**src/rtl/typing_scorer.sv**
```systemverilog
// Typing-race scorer: builds the typed buffer and correct mask, then computes WPM and accuracy
// with one shared restoring divider. Define BKSP_PENALTY_EN to count backspaces as keystrokes.
module typing_scorer #(
  parameter int unsigned CHAR_W       = 5,
  parameter int unsigned LINE_LEN     = 25,
  parameter int unsigned CLK_HZ       = 100000000,
  parameter int unsigned TIME_LIMIT_S = 60,
  parameter int unsigned DIV_W        = 16
) (
  input  logic                            clk,
  input  logic                            rst_n,
  input  logic                            start,
  input  logic [LINE_LEN*CHAR_W-1:0]      target_line,
  input  logic                            key_valid,
  input  logic [CHAR_W-1:0]               key_code,
  input  logic                            key_bksp,
  output logic [LINE_LEN*CHAR_W-1:0]      typed,
  output logic [LINE_LEN-1:0]             correct,
  output logic [$clog2(LINE_LEN+1)-1:0]   cursor,
  output logic [7:0]                      wpm,
  output logic [6:0]                      acc,
  output logic                            finish,
  output logic                            busy
);

  localparam int unsigned CUR_W  = $clog2(LINE_LEN + 1);
  localparam int unsigned PRE_W  = (CLK_HZ > 1) ? $clog2(CLK_HZ) : 1;
  localparam int unsigned QW     = DIV_W + 1;  // quotient bits, one per divide cycle
  localparam int unsigned TW     = QW + 1;
  localparam int unsigned PW     = DIV_W + 7;  // wide enough for correct_keys * 100
  localparam int unsigned ITER_W = $clog2(QW);

  localparam logic [DIV_W-1:0]  CNT_MAX    = '1;
  localparam logic [PRE_W-1:0]  PRE_LAST   = PRE_W'(CLK_HZ - 1);
  localparam logic [7:0]        SECS_LIMIT = 8'(TIME_LIMIT_S);
  localparam logic [CUR_W-1:0]  CUR_END    = CUR_W'(LINE_LEN);
  localparam logic [ITER_W-1:0] ITER_LAST  = ITER_W'(QW - 1);

  typedef enum logic [2:0] {StIdle, StRun, StDivWpm, StDivAcc, StDone} state_e;

  state_e                     state_q;
  logic [LINE_LEN*CHAR_W-1:0] target_q;
  logic [DIV_W-1:0]           total_keys, correct_keys, correct_chars;
  logic [7:0]                 secs_q;
  logic [PRE_W-1:0]           presc_q;
  logic [QW-1:0]              rem_q, dvd_q, quo_q;
  logic [DIV_W-1:0]           dvsr_q;
  logic                       ovf_q;
  logic [ITER_W-1:0]          iter_q;
  logic [7:0]                 wpm_res_q;

  logic             in_run, key_wr, key_bs, slot_hit, tick, timeout, term, qbit;
  logic [CUR_W-1:0] cursor_nxt, bs_pos;
  logic [DIV_W-1:0] tk_nxt, ck_nxt, cc_nxt;
  logic [DIV_W+3:0] cc_x12;
  logic [PW-1:0]    wpm_prod, acc_prod;
  logic [TW-1:0]    trial;
  logic [QW-1:0]    rem_nxt, quo_nxt;

  function automatic logic [DIV_W-1:0] sat_inc(input logic [DIV_W-1:0] v);
    return (v == CNT_MAX) ? v : v + 1'b1;
  endfunction

  always_comb begin
    in_run   = (state_q == StRun);
    key_wr   = in_run && key_valid && !key_bksp && (cursor < CUR_END);
    key_bs   = in_run && key_valid && key_bksp && (cursor != '0);
    bs_pos   = cursor - 1'b1;
    slot_hit = (key_code == target_q[cursor*CHAR_W +: CHAR_W]);

    cursor_nxt = cursor;
    if (key_wr) begin
      cursor_nxt = cursor + 1'b1;
    end else if (key_bs) begin
      cursor_nxt = bs_pos;
    end

    tick    = in_run && (presc_q == PRE_LAST);
    timeout = tick && (secs_q == SECS_LIMIT);
    term    = in_run && ((cursor_nxt == CUR_END) || timeout);

    tk_nxt = total_keys;
    ck_nxt = correct_keys;
    cc_nxt = correct_chars;
    if (key_wr) begin
      tk_nxt = sat_inc(total_keys);
      if (slot_hit) begin
        ck_nxt = sat_inc(correct_keys);
        cc_nxt = sat_inc(correct_chars);
      end
    end
    if (key_bs) begin
      if (correct[bs_pos] && (correct_chars != '0)) cc_nxt = correct_chars - 1'b1;
`ifdef BKSP_PENALTY_EN
      tk_nxt = sat_inc(total_keys);
`else
      tk_nxt = total_keys;
`endif
    end

    // The wpm load happens on the terminating edge, so it uses this cycle's count.
    cc_x12   = ({4'b0, cc_nxt} << 3) + ({4'b0, cc_nxt} << 2);
    wpm_prod = PW'(cc_x12);
    acc_prod = ({7'b0, correct_keys} << 6) + ({7'b0, correct_keys} << 5)
             + ({7'b0, correct_keys} << 2);

    trial   = {rem_q, dvd_q[QW-1]};
    qbit    = (trial >= TW'(dvsr_q));
    rem_nxt = qbit ? QW'(trial - TW'(dvsr_q)) : trial[QW-1:0];
    quo_nxt = {quo_q[QW-2:0], qbit};
  end

  always_ff @(posedge clk or negedge rst_n) begin
    if (!rst_n) begin
      state_q       <= StIdle;
      target_q      <= '0;
      typed         <= '0;
      correct       <= '0;
      cursor        <= '0;
      wpm           <= '0;
      acc           <= '0;
      finish        <= 1'b0;
      busy          <= 1'b0;
      total_keys    <= '0;
      correct_keys  <= '0;
      correct_chars <= '0;
      secs_q        <= '0;
      presc_q       <= '0;
      rem_q         <= '0;
      dvd_q         <= '0;
      quo_q         <= '0;
      dvsr_q        <= '0;
      ovf_q         <= 1'b0;
      iter_q        <= '0;
      wpm_res_q     <= '0;
    end else begin
      unique case (state_q)
        StIdle, StDone: begin
          if (start) begin
            state_q       <= StRun;
            target_q      <= target_line;
            typed         <= '0;
            correct       <= '0;
            cursor        <= '0;
            total_keys    <= '0;
            correct_keys  <= '0;
            correct_chars <= '0;
            secs_q        <= 8'd1;
            presc_q       <= '0;
            finish        <= 1'b0;
            busy          <= 1'b1;
          end
        end
        StRun: begin
          presc_q <= tick ? '0 : presc_q + 1'b1;
          if (tick && !timeout) secs_q <= secs_q + 1'b1;
          cursor        <= cursor_nxt;
          total_keys    <= tk_nxt;
          correct_keys  <= ck_nxt;
          correct_chars <= cc_nxt;
          if (key_wr) begin
            typed[cursor*CHAR_W +: CHAR_W] <= key_code;
            correct[cursor]                <= slot_hit;
          end
          if (key_bs) begin
            typed[bs_pos*CHAR_W +: CHAR_W] <= '0;
            correct[bs_pos]                <= 1'b0;
          end
          if (term) begin
            // Upper dividend bits seed the remainder; if they already reach the divisor the
            // quotient cannot fit and wpm saturates.
            state_q <= StDivWpm;
            rem_q   <= QW'(wpm_prod[PW-1:QW]);
            dvd_q   <= wpm_prod[QW-1:0];
            dvsr_q  <= DIV_W'(secs_q);
            ovf_q   <= (QW'(wpm_prod[PW-1:QW]) >= QW'(secs_q));
            quo_q   <= '0;
            iter_q  <= '0;
          end
        end
        StDivWpm: begin
          rem_q  <= rem_nxt;
          dvd_q  <= dvd_q << 1;
          quo_q  <= quo_nxt;
          iter_q <= iter_q + 1'b1;
          if (iter_q == ITER_LAST) begin
            wpm_res_q <= (ovf_q || (|quo_nxt[QW-1:8])) ? 8'hFF : quo_nxt[7:0];
            state_q   <= StDivAcc;
            rem_q     <= QW'(acc_prod[PW-1:QW]);
            dvd_q     <= acc_prod[QW-1:0];
            dvsr_q    <= total_keys;
            quo_q     <= '0;
            iter_q    <= '0;
          end
        end
        StDivAcc: begin
          rem_q  <= rem_nxt;
          dvd_q  <= dvd_q << 1;
          quo_q  <= quo_nxt;
          iter_q <= iter_q + 1'b1;
          if (iter_q == ITER_LAST) begin
            state_q <= StDone;
            wpm     <= wpm_res_q;
            acc     <= (total_keys == '0) ? 7'd100 : quo_nxt[6:0];
            finish  <= 1'b1;
            busy    <= 1'b0;
          end
        end
        default: state_q <= StIdle;
      endcase
    end
  end

endmodule

```
**config.mk**
```make
export PLATFORM = sky130hd
export DESIGN_NAME = typing_scorer
export DESIGN_NICKNAME = d
export VERILOG_FILES = /design/src/rtl/typing_scorer.sv
export SDC_FILE = /design/constraint.sdc
export NUM_CORES = 1
export LEC_CHECK = 0
export BUFFER_PORTS_ARGS = -buffer_cell sky130_fd_sc_hd__buf_2
export CORE_UTILIZATION = 30
export CTS_CLUSTER_SIZE = 14
export DETAILED_ROUTE_END_ITERATION = 6
export PLACE_DENSITY = 0.47
export SLEW_MARGIN = 20
export SYNTH_ARGS = -nofsm -noshare
export SYNTH_HDL_FRONTEND = slang
export SYNTH_SLANG_ARGS = --single-unit
```
**constraint.sdc**
```tcl
create_clock -name clk -period 7.2 [get_ports clk]
set_input_delay 0.72 -clock clk [delete_from_list [all_inputs] [get_ports clk]]
set_output_delay 0.72 -clock clk [all_outputs]
set_load 0.02 [all_outputs]
```
Word level (Yosys, flattened, before mapping)
Cells that the tools add are included.
- $add $sub $neg: 15
- $mul: 2
- order comparisons: 7
- equality and inequality tests: 22
- shifts and indexed selects: 5
- multiplexer cells: 73
- bitwise operators: 2
- reduce and logical (&&, ||, !) cells: 38
- operators by type and width (cell ; number):
    125-bit 2-to-1 mux ; 4
    16-bit 2-to-1 mux ; 16
    125-bit bitwise mux ; 2
    125-bit one-hot mux with 2 select lines ; 1
    5-bit by 34-bit variable shift with 125-bit output (first input constant) ; 2
    16-bit one-hot mux with 2 select lines ; 4
    125-bit by 9-bit indexed part select with 5-bit output ; 1
    5-bit by 34-bit indexed part select with 125-bit output ; 1
    5-bit by 34-bit indexed part select with 125-bit output (first input constant) ; 1
    17-bit one-hot mux with 3 select lines ; 2
    25-bit 2-to-1 mux ; 4
    17-bit 2-to-1 mux ; 5
    8-bit negator with 34-bit output ; 2
    27-bit 2-to-1 mux ; 2
    27-bit one-hot mux with 2 select lines ; 1
    25-bit one-hot mux with 2 select lines ; 1
    16-bit by 1-bit adder with 16-bit output (second input constant) ; 3
    16-bit equality test (second input constant) ; 3
    16-bit one-hot mux with 3 select lines ; 1
    27-bit by 1-bit adder with 27-bit output (second input constant) ; 1
    27-bit equality test (second input constant) ; 1
    25-bit AND ; 1
    25-bit bitwise mux ; 1
    5-bit 2-to-1 mux ; 5
    other kinds (49) ; 99
- register bits: 463
- bits of input ports: 135
- output and inout bits: 172
- word-level logic and storage cells: 185

Logic depth before layout (Yosys ltp)
- depth in word-level cells: 11
- gate-level depth with buffers: 29

Least setup slack after synthesis
Ideal clock, no wire load.
- path type: flip-flop to flip-flop
- start point: reg cursor[0]
- end point: reg ovf_q
- arrival: 6.972 ns
- path slack: 0.117 ns
- cell stages (with the launch flop): 29
- buffers on the path: 4
- period minus slack after synthesis: 7.083 ns
- path through: dfrtp_1 buf_2 buf_2 buf_4 inv_1 ha_1 clkbuf_1 mux4_2 mux4_2 nand2b_1 and3_1 nand2_1 o21ai_0 o2bb2a_1 o21ai_1 ha_1 a211oi_1 o21a_1 nor3_1 a2111oi_0 a22oi_1 a31o_2 a31oi_1 o31ai_1 and2_1 ha_1 a21o_1 a21oi_1 o41ai_1
- longest elaborated chain between the ends: 9
- elaborated cells on any way between the ends: 24
- those cells by class: add/sub: 3; mul: 1; order compare: 2; eq/ne: 2; shift: 1; mux: 8; reduce/logical: 7
- RTL lines (item ; RTL line ; text):
    from (decl) ; 19 ; output logic [$clog2(LINE_LEN+1)-1:0] cursor,
    from (signal assigned) ; 157 ; cursor <= cursor_nxt;
    5-bit by 3-bit multiplier with 8-bit output ; 69 ; slot_hit = (key_code == target_q[cursor*CHAR_W +: CHAR_W]);
    125-bit by 9-bit indexed part select with 5-bit output ; 69 ;
    5-bit equality test ; 69 ;
    16-bit 2-to-1 mux ; 87 ; if (slot_hit) begin
    16-bit 2-to-1 mux ; 85 ; if (key_wr) begin
    16-bit 2-to-1 mux ; 93 ; if (correct[bs_pos] && (correct_chars != '0)) cc_nxt = correct_chars - 1'b1;
    16-bit 2-to-1 mux ; 92 ; if (key_bs) begin
    19-bit by 18-bit adder with 20-bit output ; 102 ; cc_x12 = ({4'b0, cc_nxt} << 3) + ({4'b0, cc_nxt} << 2);
    3-bit by 8-bit greater-or-equal comparator with 1-bit output ; 176 ; ovf_q <= (QW'(wpm_prod[PW-1:QW]) >= QW'(secs_q));
    to (signal assigned) ; 176 ;
    to (decl) ; 48 ; logic ovf_q;
Several ways; a longest one is shown, not always the timed one. The select of a mux whose other input is x is not followed.
A chain may end at the register's enable or synchronous reset.

Worst setup path in the final report
- start point: reg correct_chars[4]
- end point: reg ovf_q
- longest elaborated chain between the ends: 8
- elaborated cells on any way between the ends: 12
- those cells by class: add/sub: 3; order compare: 1; eq/ne: 1; mux: 5; reduce/logical: 2
- RTL lines (item ; RTL line ; text):
    from (decl) ; 43 ; logic [DIV_W-1:0] total_keys, correct_keys, correct_chars;
    from (signal assigned) ; 160 ; correct_chars <= cc_nxt;
    16-bit by 1-bit adder with 16-bit output or 16-bit equality test (tied branches) ; 61 ; return (v == CNT_MAX) ? v : v + 1'b1;
    16-bit 2-to-1 mux ; 61 ;
    16-bit 2-to-1 mux ; 87 ;
    16-bit 2-to-1 mux ; 85 ;
    16-bit 2-to-1 mux ; 93 ;
    16-bit 2-to-1 mux (*) ; 92 ;
    19-bit by 18-bit adder with 20-bit output (*) ; 102 ;
    3-bit by 8-bit greater-or-equal comparator with 1-bit output (*) ; 176 ;
Mark *: on every way between the ends. The rest lies on a longest branch, timed or not.

==> flow_summary.toml <==
[timing]
report.final.setup_viol = 0
finalHoldViolCount = 0
layout_min_cycle_time_ns = 6.772
finClkSkew_ns = 0.03046
rsz0062_at_grt = "no"
fin_setup_tns_ns = 0
hold_ws_ns = 0.1668
worst_pin_slew_ns = 1.104
timing.fmax_mhz = 147.7
drv_slew = 0
slew_headroom = 0.2643
fin_crit_sh = 0.9406

[route]
routed_wirelength_um = 80020
dr_total_vias = 21234
routedWlPerCell_um = 19.71
dr.pass1.iters = 7
ant_nets = 0
via_per_inst = 5.229
drt_iter0_markers = 1552
drc = 0

[clocking]
cts_root_buf = "clkbuf_16"
clock-sinks = 461
cts.path.max_buffers = 3
cts_hold_buf = 0
cts-htree-levels = 2
path_clk_slew_ns = 0.06
cts_buffers = 54
tritoncts = "done"
clk_latency_ns = 0.62

[floorplan]
fp.dieArea_um2 = 82960
die_w_um = 288.0
start_util = 0.3042
top_level_ports = 307
die_y_um = 288.0
num_rows = 104
core_area_um2 = 80680

[critical_path]
critPathTopFamily = "simple AND/OR/NAND/NOR gates"
cp.buffers_inverters = 1
cp_common_cell = "or4_4"
end_kind = "register"
critical_path_arrival_ns = 7.26
slowest_stage = "or4b_4"
critical_path.cell_chain = "or4_4, or3_4, or4_4, or4_4, or4b_4, nand2_1, o21ai_1, o2bb2a_1, o21ai_2, ha_1, a211oi_2, o21a_1, nor3_1, a2111oi_1, buf_4, a22oi_1, a31o_2, a31oi_1, o31ai_1, and2_1, ha_1, a21o_1, a21oi_1, o41ai_1"
crit_fanout = 9
startpoint_type = "register"
max_stage_delay_ns = 0.57
crit_type = "register to register"
required_ns = 7.69

[grt]
grt_pass1_wl_um = 125900
grt_pass1_vias = 21486
antenna_found_initial = 2
grtUsageTotal = 0.1922
overflow = 0
grt_start_max_net_pins = 165

[cells_and_area]
final_area_um2 = 29340
layout_commonest_cell = "nand2_1"
areaGrowthSynthToFinish_pct = 19.56
fill_cells = 8289
fin_cells = 4061
nets = 3195
layout_common_cells = "670 x nand2_1, 459 x dfrtp_1, 305 x buf_2"
layout-drive-gt1-share = 0.1753

[worst_hold_path]
hold_class = "primary input to asynchronous set/reset pin"

[power_and_ir_drop]
power_density_nw_per_um2 = 365.3
p_switching_w = 0.004154
switching_share = 0.3875
p_seq_frac = 0.351
p_total_w = 0.01072
clockPowerShare = 0.270
internal_power_w = 0.006565
ir_drop_mv = 0.2016
pwr-share-comb = 0.379
p_leak_nw = 13.94

[logic_synthesis]
postSynthCellCount = 2670
synth-edff-count = 0
synth.distinct_cells = 84
yosys_warnings = 0
syn_avg_cell_area_um2 = 9.192
syn-cell-area_um2 = 24540
ys_seq_elements = 461
syn_nets = 2907
synth_async_sr_flop_share = 1.000
ys_seq_area_frac = 0.4700
synthFlopType = "dfrtp_1"

[placement]
gp_congestion = 0.8766
hpwl_um = 58730
placed_cell_area_um2 = 27380
placedCellCount = 3957
port-buffer-count = 306

[outcome]
status = "finished clean"

[job]
drv_cap = 0
[layer usage]
layer  global-route usage  wire length, um  vias up
li1                     -                -    10024
met1               0.2524            34940    10449
met2               0.3229            38710      628
met3              0.02916             3928      129
met4              0.06257             2414        4
met5                    0               26        -
[registers in the layout, indices dropped and copies added (netlist names)]
register,count
target_q,125
typed,125
presc_q,27
correct,25
rem_q,17
correct_chars,16
correct_keys,16
dvsr_q,16
quo_q,16
total_keys,16
dvd_q,15
secs_q,8
wpm,8
wpm_res_q,8
acc,7
cursor,5
iter_q,5
state_q,3
busy,1
finish,1
ovf_q,1
[synthesized netlist by cell type (10+ instances only)]
library cell | count | area share
a21oi_1 | 87 | 0.018
o21a_1 | 11 | 0.0034
fa_1 | 15 | 0.012
a22o_1 | 65 | 0.023
and3_1 | 21 | 0.0054
nand2_1 | 671 | 0.10
nor3b_1 | 14 | 0.0043
o31ai_1 | 17 | 0.0052
nor2_1 | 154 | 0.024
a32o_1 | 19 | 0.0077
mux4_2 | 24 | 0.022
a211oi_1 | 12 | 0.0037
a31oi_1 | 22 | 0.0056
o2bb2ai_1 | 16 | 0.0057
clkbuf_1 | 116 | 0.018
mux2i_1 | 43 | 0.018
or3_1 | 14 | 0.0036
xnor2_1 | 48 | 0.017
nand2b_1 | 21 | 0.0054
inv_1 | 54 | 0.0083
o211ai_1 | 10 | 0.0031
and2_1 | 14 | 0.0036
o22a_1 | 11 | 0.0039
nand4_1 | 31 | 0.0079
ha_1 | 87 | 0.044
dfrtp_1 | 461 | 0.47
o22ai_1 | 12 | 0.0031
nor4_1 | 13 | 0.0033
nor2b_1 | 10 | 0.0025
o21ai_0 | 241 | 0.049
a21o_1 | 16 | 0.0049
xor2_1 | 40 | 0.014
nand3_1 | 76 | 0.015
a31o_2 | 13 | 0.0046
nor3_1 | 45 | 0.0092
[layout make-up]
type,count,area (um2),share of cell area
Sequential cell,461,11540,0.3933
Multi-Input combinational cell,2018,12340,0.4204
Antenna cell,1,2.502,0.00008528
Timing Repair Buffer,366,2042,0.06959
Inverter,57,214.0,0.007292
Tap cell,1060,1326,0.04520
Clock inverter,20,289.0,0.009850
Clock buffer,78,1592,0.05424
[worst paths after layout]
check                                              from                        to  slack [ns]  cells after the start
setup / recovery           correct_chars[4]$_DFFE_PN0P_         ovf_q$_DFFE_PN0P_        0.43                     24
hold / removal                                    rst_n      dvd_q[5]$_DFFE_PN0P_        0.17                      1
setup reg to reg           correct_chars[4]$_DFFE_PN0P_         ovf_q$_DFFE_PN0P_        0.43                     24
min in group clk                        target_line[62]  target_q[62]$_DFFE_PN0P_        0.28                      3
max in group asynchronous                         rst_n  target_q[82]$_DFFE_PN0P_        5.54                      2
hold reg to reg                      wpm[2]$_DFFE_PN0P_        wpm[2]$_DFFE_PN0P_        0.47                      2
[worst reg2reg max path, stage by stage, from the launching register on]
cell	delay (ns)
dfrtp_1	0.48
or4_4	0.53
or3_4	0.37
or4_4	0.44
or4_4	0.46
or4b_4	0.57
nand2_1	0.13
o21ai_1	0.13
o2bb2a_1	0.34
o21ai_2	0.13
ha_1	0.32
a211oi_2	0.26
o21a_1	0.21
nor3_1	0.08
a2111oi_1	0.37
buf_4	0.18
a22oi_1	0.11
a31o_2	0.29
a31oi_1	0.23
o31ai_1	0.13
and2_1	0.17
ha_1	0.27
a21o_1	0.10
a21oi_1	0.06
o41ai_1	0.28
[power by group through the flow]
stage                     clock [W]  combinational [W]  sequential (W)
after global routing        0.00306            0.00451         0.00384
final                       0.00289            0.00407         0.00376
after CTS                   0.00297            0.00404         0.00378
after floorplan                   0            0.00285         0.00361
after global placement            0            0.00395         0.00382
after detailed placement          0            0.00402         0.00381
[kinds of logic after synthesis]
family | count (synthesis) | share of synthesized area
fa+ha+maj | 102 | 0.05659
flops | 461 | 0.4700
buf+inv | 191 | 0.03013
compound gates | 625 | 0.1667
simple gates | 1133 | 0.2042
xor+xnor | 88 | 0.03140
mux | 70 | 0.04094
[stage by stage]
stage / setup slack [ns] / util
floorplan: 0.1174 / -
global placement: 0.2848 / 0.3394
detailed placement: 0.2186 / 0.3394
CTS: 0.1281 / 0.3627
global route: 0.02062 / 0.3637
finish: 0.4278 / 0.3637
[what timing repair did]
action,CTS,global route
resized for setup,0,10
buffers inserted,0,5
setup endpoints to repair,0,1
Power figures use the tool's default switching activity.
